[config.mk]
export PLATFORM = sky130hd
export DESIGN_NAME = tlb_maint_flat
export DESIGN_NICKNAME = d
export VERILOG_FILES = /design/src/rtl/cpu_defs.sv /design/src/rtl/tlb_maint_if.sv /design/src/rtl/tlb_vppn_match.sv /design/src/rtl/tlb_maint.sv /design/src/flat_wrapper.sv
export SDC_FILE = /design/constraint.sdc
export NUM_CORES = 2
export LEC_CHECK = 0
export ABC_AREA = 1
export ABC_CLOCK_PERIOD_IN_PS = 4600
export CAP_MARGIN = 30
export CORE_AREA = 2 2 658 660
export DETAILED_ROUTE_END_ITERATION = 10
export DIE_AREA = 0 0 660 662
export PLACE_DENSITY = 0.36
export SLEW_MARGIN = 20
export SYNTH_ARGS = -nofsm -noshare
export SYNTH_HDL_FRONTEND = slang
export SYNTH_HIERARCHICAL = 1
export SYNTH_SLANG_ARGS = --single-unit
[constraint.sdc]
create_clock -name clk -period 4.6 [get_ports clk]
set_clock_uncertainty 0.05 [all_clocks]
set_input_delay 0.46 -clock clk [delete_from_list [all_inputs] [get_ports clk]]
set_output_delay 0.46 -clock clk [all_outputs]
set_load 0.005 [all_outputs]
[src/rtl/cpu_defs.sv]
// ---------------------------------------------------------------------------
// cpu_defs
//   Shared CPU definitions used by the TLB maintenance engine, its bus
//   interface, the vppn match helper and the combinational lookup unit.
//   Holds the TLB entry layout, address/ASID types, the TLB management
//   opcode set, INVTLB op codes, page-size constants and the maintenance
//   FSM state encoding.
// ---------------------------------------------------------------------------
package cpu_defs;

  localparam int TLB_ENTRY_NUM = 16;
  localparam int VALEN         = 32;
  localparam int PS_4KB        = 12;
  localparam int PS_4MB        = 21;

  // The vppn field covers va[VALEN-1:13]; a 4KB page pair spans 8KB.
  localparam int VPPN_LSB      = 13;
  localparam int VPPN_W        = VALEN - VPPN_LSB;

  localparam logic [15:0] LFSR_SEED = 16'hACE1;

  typedef logic [9:0]       asid_t;
  typedef logic [VALEN-1:0] virt_t;

  // Physical half of an entry (one per even/odd page of the pair).
  typedef struct packed {
    logic [19:0] ppn;
    logic [1:0]  plv;
    logic [1:0]  mat;
    logic        d;
    logic        v;
  } tlb_entry_phy_t;

  typedef struct packed {
    logic              e;
    asid_t             asid;
    logic              g;
    logic [5:0]        ps;
    logic [VPPN_W-1:0] vppn;
    tlb_entry_phy_t    p0;
    tlb_entry_phy_t    p1;
  } tlb_entry_t;

  typedef enum logic [2:0] {
    TLB_SRCH = 3'd0,
    TLB_RD   = 3'd1,
    TLB_WR   = 3'd2,
    TLB_FILL = 3'd3,
    TLB_INV  = 3'd4
  } tlb_op_t;

  // INVTLB op field encodings; anything above INV_GA_VA is illegal.
  localparam logic [4:0] INV_ALL     = 5'd0;
  localparam logic [4:0] INV_ALL_1   = 5'd1;
  localparam logic [4:0] INV_GLB     = 5'd2;
  localparam logic [4:0] INV_NGLB    = 5'd3;
  localparam logic [4:0] INV_ASID    = 5'd4;
  localparam logic [4:0] INV_ASID_VA = 5'd5;
  localparam logic [4:0] INV_GA_VA   = 5'd6;

  typedef enum logic [1:0] {
    ST_IDLE = 2'd0,
    ST_SRCH = 2'd1,
    ST_INV  = 2'd2,
    ST_RESP = 2'd3
  } tlb_state_t;

endpackage

[src/rtl/tlb_maint_if.sv]
// ---------------------------------------------------------------------------
// tlb_maint_if
//   Request/response bus between the execute stage (master) and the TLB
//   maintenance engine (slave), plus the registered entry array that the
//   engine exports to the lookup unit.
//   Request : req_valid/req_ready handshake, req_op, req_index, req_entry,
//             req_asid, req_va, req_inv_op
//   Response: resp_valid pulse, resp_hit, resp_index, resp_entry,
//             resp_inv_bad
//   Array   : entrys (engine -> lookup)
// ---------------------------------------------------------------------------
interface tlb_maint_if #(
  parameter int N = cpu_defs::TLB_ENTRY_NUM
) ();
  import cpu_defs::*;

  localparam int IDX_W = $clog2(N);

  logic                 req_valid;
  logic                 req_ready;
  tlb_op_t              req_op;
  logic [IDX_W-1:0]     req_index;
  tlb_entry_t           req_entry;
  asid_t                req_asid;
  virt_t                req_va;
  logic [4:0]           req_inv_op;

  tlb_entry_t [N-1:0]   entrys;

  logic                 resp_valid;
  logic                 resp_hit;
  logic [IDX_W-1:0]     resp_index;
  tlb_entry_t           resp_entry;
  logic                 resp_inv_bad;

  modport master (
    output req_valid, req_op, req_index, req_entry, req_asid, req_va,
           req_inv_op,
    input  req_ready, entrys, resp_valid, resp_hit, resp_index, resp_entry,
           resp_inv_bad
  );

  modport slave (
    input  req_valid, req_op, req_index, req_entry, req_asid, req_va,
           req_inv_op,
    output req_ready, entrys, resp_valid, resp_hit, resp_index, resp_entry,
           resp_inv_bad
  );

endinterface

[src/rtl/tlb_vppn_match.sv]
// ---------------------------------------------------------------------------
// tlb_vppn_match
//   Combinational virtual-page compare of one TLB entry against a VA.
//   The page size comes from ps[0] (4MB when set, 4KB otherwise) and the
//   compare covers va[VALEN-1:PS+1] against the same bits of {vppn,13'b0}.
//   Shared by the maintenance engine and the lookup unit so both use one
//   match rule.
//   Ports: i_entry (entry under test), i_va (virtual address),
//          o_match (page match, ignores e/g/asid)
// ---------------------------------------------------------------------------
module tlb_vppn_match
  import cpu_defs::*;
(
  input  tlb_entry_t i_entry,
  input  virt_t      i_va,
  output logic       o_match
);

  // Lowest vppn bit that takes part in the compare for each page size.
  localparam int LO_4KB = PS_4KB + 1 - VPPN_LSB;
  localparam int LO_4MB = PS_4MB + 1 - VPPN_LSB;

  logic w_match_4kb;
  logic w_match_4mb;
  logic w_unused;

  assign w_match_4kb = (i_va[VALEN-1:PS_4KB+1] == i_entry.vppn[VPPN_W-1:LO_4KB]);
  assign w_match_4mb = (i_va[VALEN-1:PS_4MB+1] == i_entry.vppn[VPPN_W-1:LO_4MB]);
  assign o_match     = i_entry.ps[0] ? w_match_4mb : w_match_4kb;

  // Page offset bits and non-vppn fields never affect the compare.
  assign w_unused = ^{i_va[PS_4KB:0], i_entry.e, i_entry.asid, i_entry.g,
                      i_entry.ps[5:1], i_entry.p0, i_entry.p1};

endmodule

[src/rtl/tlb_maint.sv]
// ---------------------------------------------------------------------------
// tlb_maint
//   TLB maintenance engine. Owns the TLB entry array and executes TLBSRCH,
//   TLBRD, TLBWR, TLBFILL and INVTLB. Single-entry ops finish in one cycle;
//   search and invalidate walk the array one entry per cycle.
//   Ports:
//     clk   - clock, all state changes on the rising edge
//     rst_n - asynchronous active-low reset (clears the array)
//     bus   - tlb_maint_if.slave: request handshake, response fields and
//             the registered entry array exported to the lookup unit
// ---------------------------------------------------------------------------
module tlb_maint #(
  parameter int TLB_ENTRY_NUM = cpu_defs::TLB_ENTRY_NUM
) (
  input  logic        clk,
  input  logic        rst_n,
  tlb_maint_if.slave  bus
);
  import cpu_defs::*;

  localparam int               IDX_W    = $clog2(TLB_ENTRY_NUM);
  localparam logic [IDX_W-1:0] LAST_IDX = IDX_W'(TLB_ENTRY_NUM - 1);

  tlb_state_t                     r_state;
  tlb_state_t                     w_next_state;
  logic [IDX_W-1:0]               r_k;
  logic                           r_walk_done;
  logic [15:0]                    r_lfsr;
  tlb_entry_t [TLB_ENTRY_NUM-1:0] r_entrys;

  asid_t                          r_req_asid;
  virt_t                          r_req_va;
  logic [4:0]                     r_inv_op;

  logic                           r_resp_hit;
  logic                           r_resp_inv_bad;
  logic [IDX_W-1:0]               r_resp_index;
  tlb_entry_t                     r_resp_entry;

  logic                           w_accept;
  logic                           w_req_ready;
  logic                           w_resp_valid;
  logic                           w_inv_bad;
  logic                           w_last;
  tlb_entry_t                     w_cur;
  logic                           w_vppn_match;
  logic                           w_asid_ok;
  logic                           w_srch_hit;
  logic                           w_inv_hit;

  // Entry under the walk pointer, and its page compare against the
  // sampled VA.
  assign w_cur = r_entrys[r_k];

  tlb_vppn_match u_vppn_match (
    .i_entry (w_cur),
    .i_va    (r_req_va),
    .o_match (w_vppn_match)
  );

  assign w_asid_ok  = w_cur.g || (w_cur.asid == r_req_asid);
  assign w_srch_hit = w_cur.e && w_asid_ok && w_vppn_match;
  assign w_last     = (r_k == LAST_IDX);
  assign w_inv_bad  = (bus.req_inv_op > INV_GA_VA);

  // Per-entry INVTLB clear condition for the op latched at acceptance.
  always_comb begin
    w_inv_hit = 1'b0;
    case (r_inv_op)
      INV_ALL, INV_ALL_1: w_inv_hit = 1'b1;
      INV_GLB:            w_inv_hit = w_cur.g;
      INV_NGLB:           w_inv_hit = !w_cur.g;
      INV_ASID:           w_inv_hit = !w_cur.g && (w_cur.asid == r_req_asid);
      INV_ASID_VA:        w_inv_hit = !w_cur.g && (w_cur.asid == r_req_asid)
                                      && w_vppn_match;
      INV_GA_VA:          w_inv_hit = w_asid_ok && w_vppn_match;
      default:            w_inv_hit = 1'b0;
    endcase
  end

  always_ff @(posedge clk or negedge rst_n) begin
    if (!rst_n) begin
      r_state <= ST_IDLE;
    end else begin
      r_state <= w_next_state;
    end
  end

  // The INV walk keeps one extra drain cycle after the last entry
  // (r_walk_done) before responding.
  always_comb begin
    w_next_state = r_state;
    w_accept     = 1'b0;
    w_req_ready  = 1'b0;
    w_resp_valid = 1'b0;
    case (r_state)
      ST_IDLE: begin
        w_req_ready = 1'b1;
        if (bus.req_valid) begin
          w_accept = 1'b1;
          case (bus.req_op)
            TLB_SRCH: w_next_state = ST_SRCH;
            TLB_INV:  w_next_state = w_inv_bad ? ST_RESP : ST_INV;
            default:  w_next_state = ST_RESP;
          endcase
        end
      end
      ST_SRCH: begin
        if (w_srch_hit || w_last) begin
          w_next_state = ST_RESP;
        end
      end
      ST_INV: begin
        if (r_walk_done) begin
          w_next_state = ST_RESP;
        end
      end
      ST_RESP: begin
        w_resp_valid = 1'b1;
        w_next_state = ST_IDLE;
      end
      default: w_next_state = ST_IDLE;
    endcase
  end

  // Free-running Fibonacci LFSR (taps 16,14,13,11) picking the FILL slot.
  always_ff @(posedge clk or negedge rst_n) begin
    if (!rst_n) begin
      r_lfsr <= LFSR_SEED;
    end else begin
      r_lfsr <= {r_lfsr[14:0], r_lfsr[15] ^ r_lfsr[13] ^ r_lfsr[12] ^ r_lfsr[10]};
    end
  end

  // Array writes, walk pointer, sampled request fields and response
  // registers. resp_inv_bad is refreshed on every acceptance; hit/index
  // only change on a search and resp_entry only on a read.
  always_ff @(posedge clk or negedge rst_n) begin
    if (!rst_n) begin
      r_entrys       <= '0;
      r_k            <= '0;
      r_walk_done    <= 1'b0;
      r_req_asid     <= '0;
      r_req_va       <= '0;
      r_inv_op       <= '0;
      r_resp_hit     <= 1'b0;
      r_resp_inv_bad <= 1'b0;
      r_resp_index   <= '0;
      r_resp_entry   <= '0;
    end else begin
      if (w_accept) begin
        r_req_asid     <= bus.req_asid;
        r_req_va       <= bus.req_va;
        r_inv_op       <= bus.req_inv_op;
        r_k            <= '0;
        r_walk_done    <= 1'b0;
        r_resp_inv_bad <= (bus.req_op == TLB_INV) && w_inv_bad;
        case (bus.req_op)
          TLB_RD:   r_resp_entry <= r_entrys[bus.req_index];
          TLB_WR:   r_entrys[bus.req_index] <= bus.req_entry;
          TLB_FILL: r_entrys[r_lfsr[IDX_W-1:0]] <= bus.req_entry;
          default:  ;
        endcase
      end

      if (r_state == ST_SRCH) begin
        r_k <= r_k + 1'b1;
        if (w_srch_hit) begin
          r_resp_hit   <= 1'b1;
          r_resp_index <= r_k;
        end else if (w_last) begin
          r_resp_hit <= 1'b0;
        end
      end

      if ((r_state == ST_INV) && !r_walk_done) begin
        r_k <= r_k + 1'b1;
        if (w_inv_hit) begin
          r_entrys[r_k].e <= 1'b0;
        end
        if (w_last) begin
          r_walk_done <= 1'b1;
        end
      end
    end
  end

  assign bus.req_ready    = w_req_ready;
  assign bus.resp_valid   = w_resp_valid;
  assign bus.resp_hit     = r_resp_hit;
  assign bus.resp_index   = r_resp_index;
  assign bus.resp_entry   = r_resp_entry;
  assign bus.resp_inv_bad = r_resp_inv_bad;
  assign bus.entrys       = r_entrys;

endmodule

[src/flat_wrapper.sv]
// flat-port wrapper written by rule: the top's interface ports become plain ports
module tlb_maint_flat import cpu_defs::*;
#(
  parameter int TLB_ENTRY_NUM = cpu_defs::TLB_ENTRY_NUM
)
  (clk, rst_n, bus_req_valid, bus_req_op, bus_req_index, bus_req_entry, bus_req_asid, bus_req_va, bus_req_inv_op, bus_req_ready, bus_entrys, bus_resp_valid, bus_resp_hit, bus_resp_index, bus_resp_entry, bus_resp_inv_bad);
  tlb_maint_if #(.N((16))) bus_i ();
  input  logic clk;
  input  logic rst_n;
  input wire logic [$bits(bus_i.req_valid)-1:0] bus_req_valid;
  input wire logic [$bits(bus_i.req_op)-1:0] bus_req_op;
  input wire logic [$bits(bus_i.req_index)-1:0] bus_req_index;
  input wire logic [$bits(bus_i.req_entry)-1:0] bus_req_entry;
  input wire logic [$bits(bus_i.req_asid)-1:0] bus_req_asid;
  input wire logic [$bits(bus_i.req_va)-1:0] bus_req_va;
  input wire logic [$bits(bus_i.req_inv_op)-1:0] bus_req_inv_op;
  output wire logic [$bits(bus_i.req_ready)-1:0] bus_req_ready;
  output wire logic [$bits(bus_i.entrys)-1:0] bus_entrys;
  output wire logic [$bits(bus_i.resp_valid)-1:0] bus_resp_valid;
  output wire logic [$bits(bus_i.resp_hit)-1:0] bus_resp_hit;
  output wire logic [$bits(bus_i.resp_index)-1:0] bus_resp_index;
  output wire logic [$bits(bus_i.resp_entry)-1:0] bus_resp_entry;
  output wire logic [$bits(bus_i.resp_inv_bad)-1:0] bus_resp_inv_bad;
  assign bus_i.req_valid = bus_req_valid;
  assign bus_i.req_op = bus_req_op;
  assign bus_i.req_index = bus_req_index;
  assign bus_i.req_entry = bus_req_entry;
  assign bus_i.req_asid = bus_req_asid;
  assign bus_i.req_va = bus_req_va;
  assign bus_i.req_inv_op = bus_req_inv_op;
  assign bus_req_ready = bus_i.req_ready;
  assign bus_entrys = bus_i.entrys;
  assign bus_resp_valid = bus_i.resp_valid;
  assign bus_resp_hit = bus_i.resp_hit;
  assign bus_resp_index = bus_i.resp_index;
  assign bus_resp_entry = bus_i.resp_entry;
  assign bus_resp_inv_bad = bus_i.resp_inv_bad;
  tlb_maint #(.TLB_ENTRY_NUM(TLB_ENTRY_NUM)) u_core (.clk(clk), .rst_n(rst_n), .bus(bus_i));
endmodule
# --- Yosys cells after proc, flatten, opt, wreduce, memory -nomap -nowiden ---
# Cells that the tools add are included.
totals:
  reg_bits: 1589
  latch_bits: 0
  ramBits: 0
  mem_bits_ro: 0
  inputBits: 146
  output_inout_bits: 1521
  word_cells: 357
  n_memories: 0
classes:
  n_addsub: 1
  multipliers: 0
  n_div: 0
  n_lt_le_gt_ge: 7
  eq_ne: 20
  shifts: 0
  n_mux: 37
  bitwise_logic: 3
  n_reduce_logical: 24
op_table:
  columns: ["cell", "n"]
  rows:
  - ["bitwise mux 1424 bit", 3]
  - ["2-to-1 mux 1424 bit", 3]
  - ["one-hot mux 1424 bit (2 select lines)", 1]
  - ["demux 89 bit (select 4 bit)", 3]
  - ["binary-select mux 89 bit (select 4 bit)", 2]
  - ["2-to-1 mux 89 bit", 5]
  - ["== test 10 bit", 2]
  - ["== test 19 bit", 1]
  - ["== test 5 x 3 -> 1 bit (second input constant)", 3]
  - ["< comparator 4 x 5 -> 1 bit (second input constant)", 3]
  - [">= comparator 4 x 1 -> 1 bit (second input constant)", 3]
  - ["2-to-1 mux 4 bit", 3]
  - ["2-to-1 mux 1 bit", 11]
  - ["== test 5 x 2 -> 1 bit (second input constant)", 2]
  - ["logical AND 1 bit", 10]
  - ["one-hot mux 2 bit (4 select lines)", 1]
  - ["== test 3 x 2 -> 1 bit (second input constant)", 2]
  - ["2-to-1 mux 2 bit", 3]
  - ["one-hot mux 1 bit (6 select lines)", 1]
  - ["AND reduction 2 bit", 3]
  - ["== test 5 x 1 -> 1 bit (second input constant)", 1]
  - ["greater-than comparator 5 x 3 -> 1 bit (second input constant)", 1]
  - ["logical NOT 5 bit", 1]
  - ["adder 4 x 1 -> 4 bit (second input constant)", 1]
  - ["other kinds (17)", 23]

# --- Depth between registers and ports, before layout ---
logic_depth:
  word_depth: 10
  ltp_mapped: 27

# --- Cells and area by module ---
# Netlist, hierarchy kept.
by_module_without_submodules:
  columns: ["module", "instances", "cells_per_inst", "area_each_um2", "seq_area_each_um2"]
  rows:
  - ["tlb_maint", 1, 9270, 78011.1, 39773.1]
  - ["tlb_vppn_match", 1, 81, 349.1, 0.0]

# --- Least setup slack after synthesis ---
# No wires, ideal clock.
synth_path:
  path_kind: "flip-flop to flip-flop"
  startpoint: "reg u_core.r_k[0]"
  endpoint: "reg u_core.r_resp_index[1], in the netlist u_core/bus.resp_index[1]"
  setup_ps: 138
  t_arrival_ps: 3028
  slack_ps: 1384
  stages_incl_launch_ff: 20
  cell_sequence: "dfrtp_1 > buf_6 > buf_6 > buf_6 > buf_6 > buf_2 > buf_2 > clkbuf_1 > o21ai_0 > a21oi_1 > or4_1 > or2_0 > a21oi_1 > nand3_1 > a21oi_1 > inv_1 > nor2_1 > nand3_2 > nand2_1 > o21ai_0"
synth_rtl:
  columns: ["element", "line_no", "text"]
  rows:
  - ["start, declared", "tlb_maint.sv:26", "logic [IDX_W-1:0] r_k;"]
  - ["start signal, assigned", "tlb_maint.sv:167", "r_k <= r_k + 1'b1;"]
  - ["start signal, assigned", "tlb_maint.sv:177", "r_k <= r_k + 1'b1;"]
  - ["end signal, assigned", "tlb_maint.sv:170", "r_resp_index <= r_k;"]
  - ["end, declared", "tlb_maint.sv:37", "logic [IDX_W-1:0] r_resp_index;"]

==> results.cfg <==
[status]
status = complete, no violations

[timing]
rsz0062_at_grt = no
period_minus_slack_ps = 4350
finalHoldViolCount = 0
fmax_mhz = 230
slew-limit-headroom = 0.320
setup_viol = 0
fin_crit_sh = 0.946
slew_violations = 0
worst_pin_slew_ps = 1020
worst_slack_ps = 247

[critical_path]
end_kind = register
r2r_slack_ps = 250
r2r-end = u_core/r_state[0]
required_ps = 5320
crit_end = u_core/r_state[0]
reg2reg_depth = 18
critPathMaxFanout = 75
r2r-start = u_core/r_k[0]
worstPathArrival_ps = 5070
cp-startpoint = u_core/r_k[0]
path_class = reg -> reg
startpoint_type = register

[cts]
cts_buffers = 206
cts.sinks = 1576
root_buffer = clkbuf_16
clock_path_buffers = 4
clk_latency_ps = 930
clk_pin_slew_ps = 60
tritoncts = built
h-tree-depth = 4

[finish]
stdcell_area_sq_um = 103000
layout_common_cells = o22ai_1, clkdlybuf4s50_1, dfrtp_1
syn_to_final_growth_pct = 44.2
final_common_cell = o22ai_1
fin_nets = 9485
fin_cells = 15200
final_core_util = 0.239
drive_gt1_frac = 0.0719
n_fill_cell = 46400

[place]
place.gp.congestion = 0.892
port-buffer-count = 1653
hpwl_um = 386000
place_inst = 14800
place_area_sq_um = 95600
place_ws_ps = -94.3

[drt]
num_vias = 75200
drt_iter0_drc = 9171
drc_errors = 0
wire_per_inst_um = 36.7
drt-pass1-iter-count = 6
totalWireLength_um = 560000
viasPerCell = 4.93
final_antenna_net_count = 0

[floorplanning]
die_x_um = 660
rows = 241
design.portCount = 1667
core_area_sq_um = 430000
die_area_sq_um = 437000
fp.dieH_um = 662
start_util = 0.166

[synth]
yosys_warnings = 6
synth_area_per_cell_sq_um = 8.94
synth_fp_nets = 8119
netlist_instances = 7965
synth_area_sq_um = 71200

[min_path]
hold_path.class = in -> reg
worstHoldStart = bus_req_asid[1]

[grt]
grt_pass1_wl_um = 729000
grt_use_total = 0.245
grt_max_degree = 134
grt_util_met3 = 0.0660
use_met1 = 0.289
grt_antenna_before_repair = 48
gr-max-usage-layer = met2
grt_overflow = 0
grt_pass1_vias = 74400
grt_util_met2 = 0.395

[pwr]
p_switching_mw = 34.5
p_leak_nw = 43.5
max-vdd-ir-drop_mv = 0.323
p_comb_frac = 0.471
internal_power_mw = 47.9
swShare = 0.419
power_frac_seq = 0.323
power_density_nw_per_um2 = 802
finalPower_mw = 82.3
clock_power_share = 0.206

[job]
maxCapViolations = 0
-- metal layers --
| metal | vias to the layer above | part of all wire |
|---|---|---|
| li1 | 30600 | - |
| met1 | 38800 | 0.38 |
| met2 | 4712 | 0.46 |
| met3 | 1027 | 0.090 |
| met4 | 6 | 0.072 |
| met5 | - | 0.000068 |
-- layout make-up --
type,instances,area [sq um],share of cell area
inverters,1527,5810,0.0566
multi-input cells,4090,23100,0.225
repair buffers,1930,20200,0.197
well taps,5710,7140,0.0696
clock buffers,307,6150,0.0599
clock inverters,57,721,0.00702
diodes,36,90.1,0.000878
flip-flops and latches,1576,39500,0.384
-- power groups by stage --
stage	registers, mW	clock network (mW)	logic [mW]
floorplan	25.0	0	13.1
global placement	26.6	0	38.6
detailed placement	26.6	0	38.6
CTS	26.5	17.3	38.9
global route	27.2	17.9	41.1
finish	26.6	17.0	38.8
-- critical path, stage by stage (launching register included) --
cell     delay, ps
dfrtp_4        560
buf_12         320
buf_12         310
a21oi_1         90
o21ai_0        100
a21oi_1         90
or4_1          570
or2_0          260
a21oi_1        310
nand3_1        190
buf_4          220
a21oi_4        230
inv_1           80
nor2_1         170
nand2_1         80
nand2_1        120
nand2_1         90
nand2_1         70
nand2_1         60
-- worst min-delay path by stage --
stage	cells past startpoint	end
finish	3	u_core/r_req_asid[1]
global route	3	u_core/r_req_va[28]
CTS	3	u_core/r_req_asid[1]
detailed placement	0	u_core/r_lfsr[9]
global placement	0	u_core/r_lfsr[9]
floorplan	0	asynchronous set/reset pin
-- per-stage QoR --
step	hold slack (ps)	setup TNS, ps
2_1_floorplan	114	0
3_3_place_gp	288	-1320
3_5_place_dp	286	-957
4_1_cts	0.490	0
5_1_grt	65.2	0
6_report	103	0
-- timing repair --
| item | in CTS | in global routing |
|---|---|---|
| pin swaps | 0 | 0 |
| gates resized for setup | 1 | 2 |
| hold buffers | 6 | 0 |
| setup buffers | 0 | 0 |
| setup endpoints to repair | 22 | 9 |
| cloned | 0 | 0 |
| hold endpoints to repair | 162 | 0 |
Power figures use the tool's default switching activity.
